## config.mk

```make
export PLATFORM = sky130hd
export DESIGN_NAME = beta_ctrl_fsm
export DESIGN_NICKNAME = d
export VERILOG_FILES = /design/src/rtl/beta_ctrl_pkg.sv /design/src/rtl/beta_opcode_decoder.sv /design/src/rtl/beta_ctrl_fsm.sv
export SDC_FILE = /design/constraint.sdc
export NUM_CORES = 1
export LEC_CHECK = 0
export CAP_MARGIN = 0
export CORE_ASPECT_RATIO = 0.7
export CORE_MARGIN = 2
export CORE_UTILIZATION = 30
export DETAILED_ROUTE_END_ITERATION = 6
export HOLD_SLACK_MARGIN = 0.1
export MAX_ROUTING_LAYER = met4
export SETUP_SLACK_MARGIN = 0.5
export SLEW_MARGIN = 20
export SYNTH_ARGS = -nofsm -noshare
export SYNTH_HDL_FRONTEND = slang
export SYNTH_SLANG_ARGS = --single-unit
```

## constraint.sdc

```tcl
create_clock -name clk -period 2.43 [get_ports clk]
set_input_delay 0.243 -clock clk [delete_from_list [all_inputs] [get_ports clk]]
set_output_delay 0.243 -clock clk [all_outputs]
set_load 0.005 [all_outputs]
```

## src/rtl/beta_ctrl_pkg.sv

```systemverilog
// Shared encodings for the Beta multi-cycle control unit: opcodes, ALU
// function codes, FSM states and datapath select values.
package beta_ctrl_pkg;

  localparam logic [5:0] OP_LD  = 6'h18;
  localparam logic [5:0] OP_ST  = 6'h19;
  localparam logic [5:0] OP_JMP = 6'h1B;
  localparam logic [5:0] OP_BEQ = 6'h1C;
  localparam logic [5:0] OP_BNE = 6'h1D;
  localparam logic [5:0] OP_LDR = 6'h1F;

  localparam logic [5:0] ALUFN_ADD   = 6'b100000;
  localparam logic [5:0] ALUFN_SUB   = 6'b100001;
  localparam logic [5:0] ALUFN_CMPEQ = 6'b100100;
  localparam logic [5:0] ALUFN_CMPLT = 6'b100101;
  localparam logic [5:0] ALUFN_CMPLE = 6'b100110;
  localparam logic [5:0] ALUFN_AND   = 6'b101000;
  localparam logic [5:0] ALUFN_OR    = 6'b101001;
  localparam logic [5:0] ALUFN_XOR   = 6'b101010;
  localparam logic [5:0] ALUFN_XNOR  = 6'b101011;
  localparam logic [5:0] ALUFN_SHL   = 6'b101100;
  localparam logic [5:0] ALUFN_SHR   = 6'b101101;
  localparam logic [5:0] ALUFN_SRA   = 6'b101110;
  localparam logic [5:0] ALUFN_PASSA = 6'b111111;

  localparam logic [2:0] PCSEL_INC   = 3'd0;
  localparam logic [2:0] PCSEL_BR    = 3'd1;
  localparam logic [2:0] PCSEL_JMP   = 3'd2;
  localparam logic [2:0] PCSEL_ILLOP = 3'd3;

  localparam logic [1:0] WDSEL_PC  = 2'd0;
  localparam logic [1:0] WDSEL_ALU = 2'd1;
  localparam logic [1:0] WDSEL_MEM = 2'd2;

  typedef enum logic [2:0] {
    S_FETCH,
    S_DECODE,
    S_EXEC,
    S_MEM,
    S_WB,
    S_TRAP
  } state_t;

  typedef enum logic [1:0] {
    BR_NONE,
    BR_BEQ,
    BR_BNE,
    BR_JMP
  } br_t;

  typedef struct packed {
    logic [5:0] alufn;
    logic       asel;
    logic       bsel;
    logic       ra2sel;
    logic [1:0] wdsel;
    logic       mem;
    logic       st;
    br_t        br;
  } ctrl_t;

  // Low nibbles 2, 3, 7 and F have no ALU function behind them.
  function automatic logic alu_fn_legal(input logic [3:0] fn);
    return !(fn == 4'h2 || fn == 4'h3 || fn == 4'h7 || fn == 4'hF);
  endfunction

endpackage

```

## src/rtl/beta_opcode_decoder.sv

```systemverilog
// Purely combinational opcode decoder: maps a 6-bit Beta opcode to the
// datapath control bundle and flags opcodes that must trap.
module beta_opcode_decoder
  import beta_ctrl_pkg::*;
(
  input  logic [5:0] opcode,
  output ctrl_t      ctrl,
  output logic       illegal
);

  always_comb begin
    ctrl       = '0;
    ctrl.alufn = ALUFN_PASSA;
    ctrl.wdsel = WDSEL_PC;
    ctrl.br    = BR_NONE;
    illegal    = 1'b0;
    // 0x20-0x2F register forms and 0x30-0x3F constant forms share one encoding.
    if (opcode[5]) begin
      if (alu_fn_legal(opcode[3:0])) begin
        ctrl.alufn = {opcode[5], 1'b0, opcode[3:0]};
        ctrl.bsel  = opcode[4];
        ctrl.wdsel = WDSEL_ALU;
      end else begin
        illegal = 1'b1;
      end
    end else begin
      case (opcode)
        OP_LD: begin
          ctrl.alufn = ALUFN_ADD;
          ctrl.bsel  = 1'b1;
          ctrl.wdsel = WDSEL_MEM;
          ctrl.mem   = 1'b1;
        end
        OP_ST: begin
          ctrl.alufn  = ALUFN_ADD;
          ctrl.bsel   = 1'b1;
          ctrl.ra2sel = 1'b1;
          ctrl.wdsel  = WDSEL_ALU;
          ctrl.mem    = 1'b1;
          ctrl.st     = 1'b1;
        end
        OP_LDR: begin
          ctrl.alufn = ALUFN_PASSA;
          ctrl.asel  = 1'b1;
          ctrl.wdsel = WDSEL_MEM;
          ctrl.mem   = 1'b1;
        end
        OP_JMP:  ctrl.br = BR_JMP;
        OP_BEQ:  ctrl.br = BR_BEQ;
        OP_BNE:  ctrl.br = BR_BNE;
        default: illegal = 1'b1;
      endcase
    end
  end

endmodule

```

## src/rtl/beta_ctrl_fsm.sv

```systemverilog
// Multi-cycle control FSM for the unpipelined Beta core: fetch, decode,
// execute, optional data-memory access, write-back, and illegal-op trap.
module beta_ctrl_fsm
  import beta_ctrl_pkg::*;
#(
  parameter int unsigned MEM_TIMEOUT = 16,
  parameter int unsigned XP_REG      = 30
) (
  input  logic        clk,
  input  logic        rst_n,
  output logic        imem_req,
  input  logic        imem_ack,
  input  logic [31:0] instr,
  output logic        dmem_req,
  output logic        dmem_we,
  input  logic        dmem_ack,
  input  logic        z,
  output logic [5:0]  alufn,
  output logic        asel,
  output logic        bsel,
  output logic        ra2sel,
  output logic        wasel,
  output logic [1:0]  wdsel,
  output logic        werf,
  output logic [2:0]  pcsel,
  output logic        pc_en,
  output logic [31:0] ir,
  output logic        illop
);

  localparam int CNT_W = (MEM_TIMEOUT > 2) ? $clog2(MEM_TIMEOUT) : 1;
  localparam logic [CNT_W-1:0] LIM_C =
    CNT_W'((MEM_TIMEOUT > 0) ? MEM_TIMEOUT - 1 : 0);

  if (XP_REG > 31) begin : g_xp_range
    $error("XP_REG must name one of the 32 registers");
  end

  state_t           state, next_state;
  ctrl_t            ctrl;
  logic             illegal;
  logic             live;
  logic [CNT_W-1:0] wcnt;
  logic             expire;
  logic [1:0]       wdsel_q;
  logic [2:0]       pcsel_q;
  logic [2:0]       br_sel;

  beta_opcode_decoder u_dec (
    .opcode  (ir[31:26]),
    .ctrl    (ctrl),
    .illegal (illegal)
  );

  assign expire = (MEM_TIMEOUT != 0) && (wcnt == LIM_C);

  // live holds off the first fetch request until reset has been released.
  always_ff @(posedge clk or negedge rst_n) begin
    if (!rst_n) begin
      state <= S_FETCH;
      live  <= 1'b0;
      wcnt  <= '0;
    end else begin
      state <= next_state;
      live  <= 1'b1;
      if ((state == S_FETCH && live) || state == S_MEM) begin
        wcnt <= wcnt + CNT_W'(1);
      end else begin
        wcnt <= '0;
      end
    end
  end

  always_comb begin
    next_state = state;
    unique case (state)
      S_FETCH: begin
        if (live) begin
          if (imem_ack)    next_state = S_DECODE;
          else if (expire) next_state = S_TRAP;
        end
      end
      S_DECODE: next_state = illegal ? S_TRAP : S_EXEC;
      S_EXEC:   next_state = ctrl.mem ? S_MEM : S_WB;
      S_MEM: begin
        if (dmem_ack)    next_state = S_WB;
        else if (expire) next_state = S_TRAP;
      end
      S_WB:     next_state = S_FETCH;
      S_TRAP:   next_state = S_FETCH;
      default:  next_state = S_FETCH;
    endcase
  end

  always_comb begin
    br_sel = PCSEL_INC;
    unique case (ctrl.br)
      BR_BEQ:  br_sel = z ? PCSEL_BR : PCSEL_INC;
      BR_BNE:  br_sel = z ? PCSEL_INC : PCSEL_BR;
      BR_JMP:  br_sel = PCSEL_JMP;
      default: br_sel = PCSEL_INC;
    endcase
  end

  // Decoded selects are held from DECODE until the next DECODE.
  always_ff @(posedge clk or negedge rst_n) begin
    if (!rst_n) begin
      ir      <= '0;
      alufn   <= ALUFN_PASSA;
      asel    <= 1'b0;
      bsel    <= 1'b0;
      ra2sel  <= 1'b0;
      wdsel_q <= WDSEL_PC;
      pcsel_q <= PCSEL_INC;
    end else begin
      if (state == S_FETCH && live && imem_ack) begin
        ir <= instr;
      end
      if (state == S_DECODE && !illegal) begin
        alufn   <= ctrl.alufn;
        asel    <= ctrl.asel;
        bsel    <= ctrl.bsel;
        ra2sel  <= ctrl.ra2sel;
        wdsel_q <= ctrl.wdsel;
      end
      if (state == S_EXEC) begin
        pcsel_q <= br_sel;
      end
    end
  end

  always_comb begin
    imem_req = (state == S_FETCH) && live;
    dmem_req = (state == S_MEM);
    dmem_we  = (state == S_MEM) && ctrl.st;
    werf     = ((state == S_WB) && !ctrl.st) || (state == S_TRAP);
    pc_en    = (state == S_WB) || (state == S_TRAP);
    illop    = (state == S_TRAP);
    wasel    = (state == S_TRAP);
    pcsel    = (state == S_TRAP) ? PCSEL_ILLOP : pcsel_q;
    wdsel    = (state == S_TRAP) ? WDSEL_PC : wdsel_q;
  end

endmodule

```

==> flow_summary.json, run 1 <==
{
  "status": "finished, final reports clean",
  "grt_overflow": 0,
  "layout.nets": 336,
  "synth_warnings": 0,
  "fp.dieW_um": 114,
  "drv_slew": 0,
  "grt_use_total": 0.130,
  "htreeDepth": 2,
  "grt_max_degree": 39,
  "r2r_slack_ps": 580,
  "dr.pass1.iters": 4,
  "synth-compound-area-share": 0.0485,
  "drv_cap": 0,
  "synthFlopType": "dfrtp_1",
  "synth_top_area_cell": "dfrtp_1",
  "n_antenna_cell": 0,
  "relSlewSlack": 0.442,
  "end_kind": "output port",
  "async_reset_ff_frac": 1.00,
  "r2r-start": "ir[27]",
  "hold_depth": 1,
  "vias": 1790,
  "fp.dieArea_mm2": 0.00918,
  "grt_pass1_vias": 1718,
  "syn_to_final_growth_pct": 49.0,
  "synthMuxAreaShare": 0.237,
  "placedInstanceArea_mm2": 0.00345,
  "ys_top_cells_by_area": "dfrtp_1 (47%), mux2_4 (21%), dfstp_2 (5.2%), buf_6 (2.2%), nor2_1 (1.8%)",
  "ys_types": 41,
  "synth-xor-area-share": 0.0104,
  "p_sw_frac": 0.302,
  "drc": 0,
  "fin_hold_ws_ps": 459,
  "synth_top_family_by_area": "multiplexers",
  "die_h_um": 80.8,
  "start_kind": "register",
  "setup_slack_ps": 561,
  "worstPathRequired_ps": 2190,
  "cts_root_buf": "clkbuf_16",
  "ant_nets": 0,
  "synth_adder_area_share": 0.00495,
  "clkTransAtPathRegs_ps": 60,
  "critPathTopFamily": "buffers and inverters",
  "hold_viol_final": 0,
  "holdPathEnd": "wcnt[0]",
  "post_synth_and_or_nand_nor_area_fraction": 0.127,
  "finalPower_mw": 4.52,
  "netlist_instances": 195,
  "post-route-cell-area_mm2": 0.00376,
  "period_share": 0.769,
  "tightestPinTransition_ps": 837,
  "synth-edff-count": 0,
  "routed_wl_um": 5630,
  "power.switching_mw": 1.37,
  "io_pins": 90,
  "clock.fmax_mhz": 535,
  "insertion_delay_ps": 280,
  "hp-class": "reg2reg",
  "avgViaCountPerCell": 4.49,
  "layout-drive-gt1-share": 0.295,
  "clock_path_buffers": 2,
  "worst_clock_skew_ps": 3.53,
  "rows": 27,
  "syn_avg_cell_area_um2": 13.0,
  "finalSetupViolCount": 0,
  "cts_tree": "done",
  "p_clk_frac": 0.146,
  "synthTopCellsByCount": "dfrtp_1 (47), mux2_4 (35), nor2_1 (12)",
  "core-area_mm2": 0.00801,
  "critPathMaxStageDelay_ps": 560,
  "rsz0062_at_grt": "yes",
  "clock_sink_count": 52,
  "period_needed_ps": 1870,
  "yosysMostFrequentCell": "dfrtp_1",
  "wl_per_cell_um": 14.1,
  "hp-start": "wcnt[0]",
  "crit_slowest_cell": "clkdlybuf4s50_1",
  "fillCellCount": 747,
  "drtIter0Drc": 29,
  "tns_ps": 0,
  "rr_worst_depth": 6,
  "pre_cts_ws_ps": 498,
  "start_util": 0.316,
  "cts_buffers": 5,
  "synth.top_cell.area_share": 0.466,
  "crit_chain": "nor4b_4, clkdlybuf4s50_1",
  "r2r_end": "wdsel_q[1]",
  "combPwrFrac": 0.503,
  "syn_area_mm2": 0.00253,
  "crit_type": "reg2out",
  "p_int_mw": 3.16,
  "peakVddDrop_mv": 0.494,
  "antenna_found_initial": 0,
  "cp.arrival_ps": 1630,
  "yosysSeqAreaShare": 0.518,
  "critPathBufInv": 1,
  "dp_hpwl_um": 4050,
  "grt_pass1_wl_um": 8900,
  "gp_congestion": 0.862,
  "io_buffer_count": 87,
  "seq_power_share": 0.352,
  "crit_fanout": 5,
  "p_leak_nw": 1.71,
  "power_density_mw_per_mm2": 1200,
  "yosys_register_bits": 52
}
sequential cells by signal (all words and copies together) (netlist names):
register,flops
ir,32
live,1
alufn,5
state,3
asel,1
wcnt,4
ra2sel,1
pcsel_q,2
bsel,1
wdsel_q,2
power by group through the flow:
stage	logic [mW]	registers [mW]	clock network, mW
after floorplan	1.16	1.52	0
after global placement	1.98	1.64	0
after detailed placement	1.99	1.64	0
after CTS	2.15	1.61	0.689
after global routing	2.48	1.65	0.724
final	2.27	1.59	0.659
per-layer routing:
metal | vias to the layer above | track usage | wire length, µm
met1 | 842 | 0.191 | 2880
li1 | 876 | - | -
met2 | 68 | 0.177 | 2350
met4 | 0 | 0.0256 | 21
met3 | 4 | 0.0381 | 383
met5 | - | - | 0
cells by family (layout without fill, tap and decap cells):
| group | after synthesis | after routing |
|---|---|---|
| xor+xnor | 3 | 3 |
| simple gates | 55 | 55 |
| buf+inv | 20 | 122 |
| mux | 42 | 42 |
| fa+ha+maj | 1 | 1 |
| other cells | 2 | 3 |
| flops | 52 | 52 |
| compound gates | 20 | 20 |
final cells by class:
class | count | area, µm² | area share
clock buffers | 6 | 129 | 0.0342
clock inverters | 1 | 5.00 | 0.00133
inverters | 7 | 26.3 | 0.00698
multi-input cells | 124 | 1130 | 0.300
flip-flops and latches | 52 | 1320 | 0.350
well taps | 101 | 126 | 0.0336
repair buffers | 108 | 1030 | 0.274
timing repair:
item,in CTS,in global routing
gates resized for setup,17,3
buffers inserted,6,10
pin swaps,1,2
hold endpoints to repair,20,0
hold buffers,1,0
setup endpoints to repair,10,8
through the flow:
stage / cells / util
after floorplan: 196 / -
after global placement: 375 / 0.431
after detailed placement: 375 / 0.431
after CTS: 389 / 0.459
after global routing: 399 / 0.470
final: 399 / 0.470
cells in the final DEF, fill, tap and decap left out, types with 2 or more instances in the layout:
cell and n:
buf_4 19, mux2_1 3, and2_1 2, or3_1 2
nand3_1 3, dfrtp_2 8, nor2b_1 4, nor3_1 3
nand2_1 10, mux2i_1 4, dfstp_2 5, a21oi_1 3
clkbuf_16 5, inv_1 7, a31oi_1 4, nand2b_1 4
xor2_1 2, clkdlybuf4s50_1 84, nand2_2 2, mux2_4 35
dfrtp_1 39, conb_1 3, nand3b_1 2, o21ai_0 7
nor2_1 11
worst max-delay path by stage:
stage              from       end  slack (ps)  depth (start not counted)
2_1_floorplan    ir[27]      asel         710                          6
3_3_place_gp     ir[31]   dmem_we         530                          4
3_5_place_dp     ir[31]   dmem_we         500                          4
4_1_cts          ir[31]   dmem_we         460                          4
5_1_grt        state[1]  dmem_req         490                          3
6_report       state[1]  imem_req         560                          2
No activity file was read; power rests on OpenSTA's default activity.
==> run 2: changes to the inputs <==
==> constraint.sdc (replaced) <==
create_clock -name clk -period 1.75 [get_ports clk]
set_input_delay 0.175 -clock clk [delete_from_list [all_inputs] [get_ports clk]]
set_output_delay 0.175 -clock clk [all_outputs]
set_load 0.005 [all_outputs]
==> flow_summary.json, run 2 (same netlist as run 1, synthesis figures left out) <==
{
  "drv_slew": 0,
  "io_buffer_count": 87,
  "rsz0062_at_grt": "yes",
  "status": "complete, but fails checks",
  "setup_slack_ps": -31.7,
  "crit_fanout": 5,
  "crit_type": "reg2reg",
  "end_kind": "register",
  "clock_sink_count": 52,
  "clkTransAtPathRegs_ps": 70,
  "die_h_um": 80.8,
  "critPathMostFrequentCell": "buf_6",
  "grt_pass1_wl_um": 10700,
  "core-area_mm2": 0.00801,
  "finalSetupViolCount": 4,
  "violations": "negative setup slack",
  "layout_common_cells": "buf_6 (43), dfrtp_1 (42), mux2_4 (38)",
  "fillCellCount": 678,
  "rr_worst_depth": 7,
  "dr.pass1.iters": 4,
  "layout_commonest_cell": "buf_6",
  "fp.dieArea_mm2": 0.00918,
  "drv_cap": 0,
  "dp_hpwl_um": 4150,
  "seq_area_mm2": 0.00131,
  "layout-drive-gt1-share": 0.496,
  "seq_power_share": 0.288,
  "ant_nets": 0,
  "antenna_found_initial": 0,
  "htreeDepth": 2,
  "hold_viol_final": 0,
  "fp.dieW_um": 114,
  "crit_path_start": "state[2]",
  "grt_overflow": 0,
  "avgViaCountPerCell": 4.50,
  "start_kind": "register",
  "period_share": 1.02,
  "power.switching_mw": 2.43,
  "crit_path_end": "wdsel_q[0]",
  "peakVddDrop_mv": 0.646,
  "p_leak_nw": 2.13,
  "layout.nets": 382,
  "vias": 2007,
  "cp.arrival_ps": 1950,
  "clock.fmax_mhz": 561,
  "syn_to_final_growth_pct": 74.8,
  "drc": 0,
  "insertion_delay_ps": 290,
  "biggestRegsByFlops": "ir: 32 flops, alufn: 5 flops, wcnt: 4 flops",
  "largest_register_ffs": 32,
  "n_antenna_cell": 0,
  "cts_tree": "done",
  "critPathTopFamily": "simple AND/OR/NAND/NOR gates",
  "routed_wl_um": 7050,
  "crit_cells": 7,
  "worst_clock_skew_ps": 9.09,
  "pre_cts_ws_ps": 17.9,
  "cts_root_buf": "clkbuf_16",
  "hp-class": "in2async",
  "grt_max_degree": 37,
  "io_pins": 90,
  "grt_pass1_vias": 2085,
  "wl_per_cell_um": 15.8,
  "worstPathRequired_ps": 1920,
  "rows": 27,
  "p_int_mw": 5.05,
  "cts_buffers": 5,
  "r2r-start": "state[2]",
  "grt_use_total": 0.155,
  "p_clk_frac": 0.129,
  "r2r_end": "wdsel_q[0]",
  "gp_congestion": 0.823,
  "start_util": 0.316,
  "multiInputGateArea_mm2": 0.00127,
  "period_needed_ps": 1780,
  "critPathBufInv": 3,
  "clock_path_buffers": 2,
  "finalPower_mw": 7.48,
  "crit_slowest_cell": "dfrtp_2",
  "p_sw_frac": 0.325,
  "combPwrFrac": 0.583,
  "r2r_slack_ps": -30,
  "drtIter0Drc": 44,
  "crit_chain": "buf_6, nor2_4, nand2_2, nor4_4, buf_6, buf_12, mux2_4",
  "largest-register": "ir",
  "tns_ps": -93.3,
  "critPathMaxStageDelay_ps": 440,
  "power_density_mw_per_mm2": 1690
}
[run 2: changes by cell type in the layout (fill, tap and decap cells not counted), moves of 4 or more]
cell	change
clkdlybuf4s50_1	-49
buf_6	+42
dlygate4sd2_1	+30
buf_4	+10
buf_2	+4
clkdlybuf4s15_1	+4
nor2_1	-4
[run 2: repair_timing]
action	CTS	global route
pin swaps	15	10
setup buffers	37	10
gates resized for setup	148	43
hold buffers	1	0
gates cloned	1	2
endpoints found under the hold margin	11	0
endpoints found under the setup margin	97	72
[run 2: worst min-delay path by stage]
stage                     startpoint         end  depth (start not counted)
after detailed placement       rst_n  wdsel_q[0]                          1
final                          rst_n        asel                          2
after global placement         rst_n  wdsel_q[0]                          1
after global routing           rst_n        asel                          2
after floorplan                rst_n        asel                          0
after CTS                      rst_n        asel                          2
[run 2: cell type report]
type | count | area share
clock buffers | 5 | 0.0283
flip-flops and latches | 52 | 0.298
inverters | 7 | 0.00708
multi-input cells | 124 | 0.288
well taps | 101 | 0.0286
clock inverters | 3 | 0.00425
repair buffers | 154 | 0.346
[run 2: layer usage]
metal  GRT usage  vias up  routed length [µm]
met2       0.251       75                3220
met5           -        -                   0
met4      0.0537        0                 106
met3      0.0351       12                 368
met1       0.194      958                3360
li1            -      962                   -
[run 2: per-stage QoR]
stage / util / hold slack, ps / instances / instance area, µm²
after floorplan: - / -121 / 196 / 2560
after global placement: 0.449 / 134 / 387 / 3590
after detailed placement: 0.449 / 135 / 387 / 3590
after CTS: 0.519 / 363 / 434 / 4160
after global routing: 0.551 / 397 / 446 / 4420
final: 0.551 / 352 / 446 / 4420
[run 2: power by group through the flow]
stage	registers, mW	logic (mW)	clock network [mW]
finish	2.16	4.36	0.966
global route	2.23	4.64	1.05
detailed placement	2.17	3.17	0
floorplan	2.12	1.67	0
global placement	2.18	3.14	0
CTS	2.14	3.80	1.00
==> run 3: changes to the inputs <==
--- a/config.mk
+++ b/config.mk
@@ -9,6 +9,8 @@
 export CORE_ASPECT_RATIO = 0.7
 export CORE_MARGIN = 2
 export CORE_UTILIZATION = 30
+export CTS_CLUSTER_DIAMETER = 80
+export CTS_CLUSTER_SIZE = 24
 export DETAILED_ROUTE_END_ITERATION = 6
 export HOLD_SLACK_MARGIN = 0.1
 export MAX_ROUTING_LAYER = met4
==> results of run 3 <==
The final DEF is identical to that of run 2; final timing and power are the same.
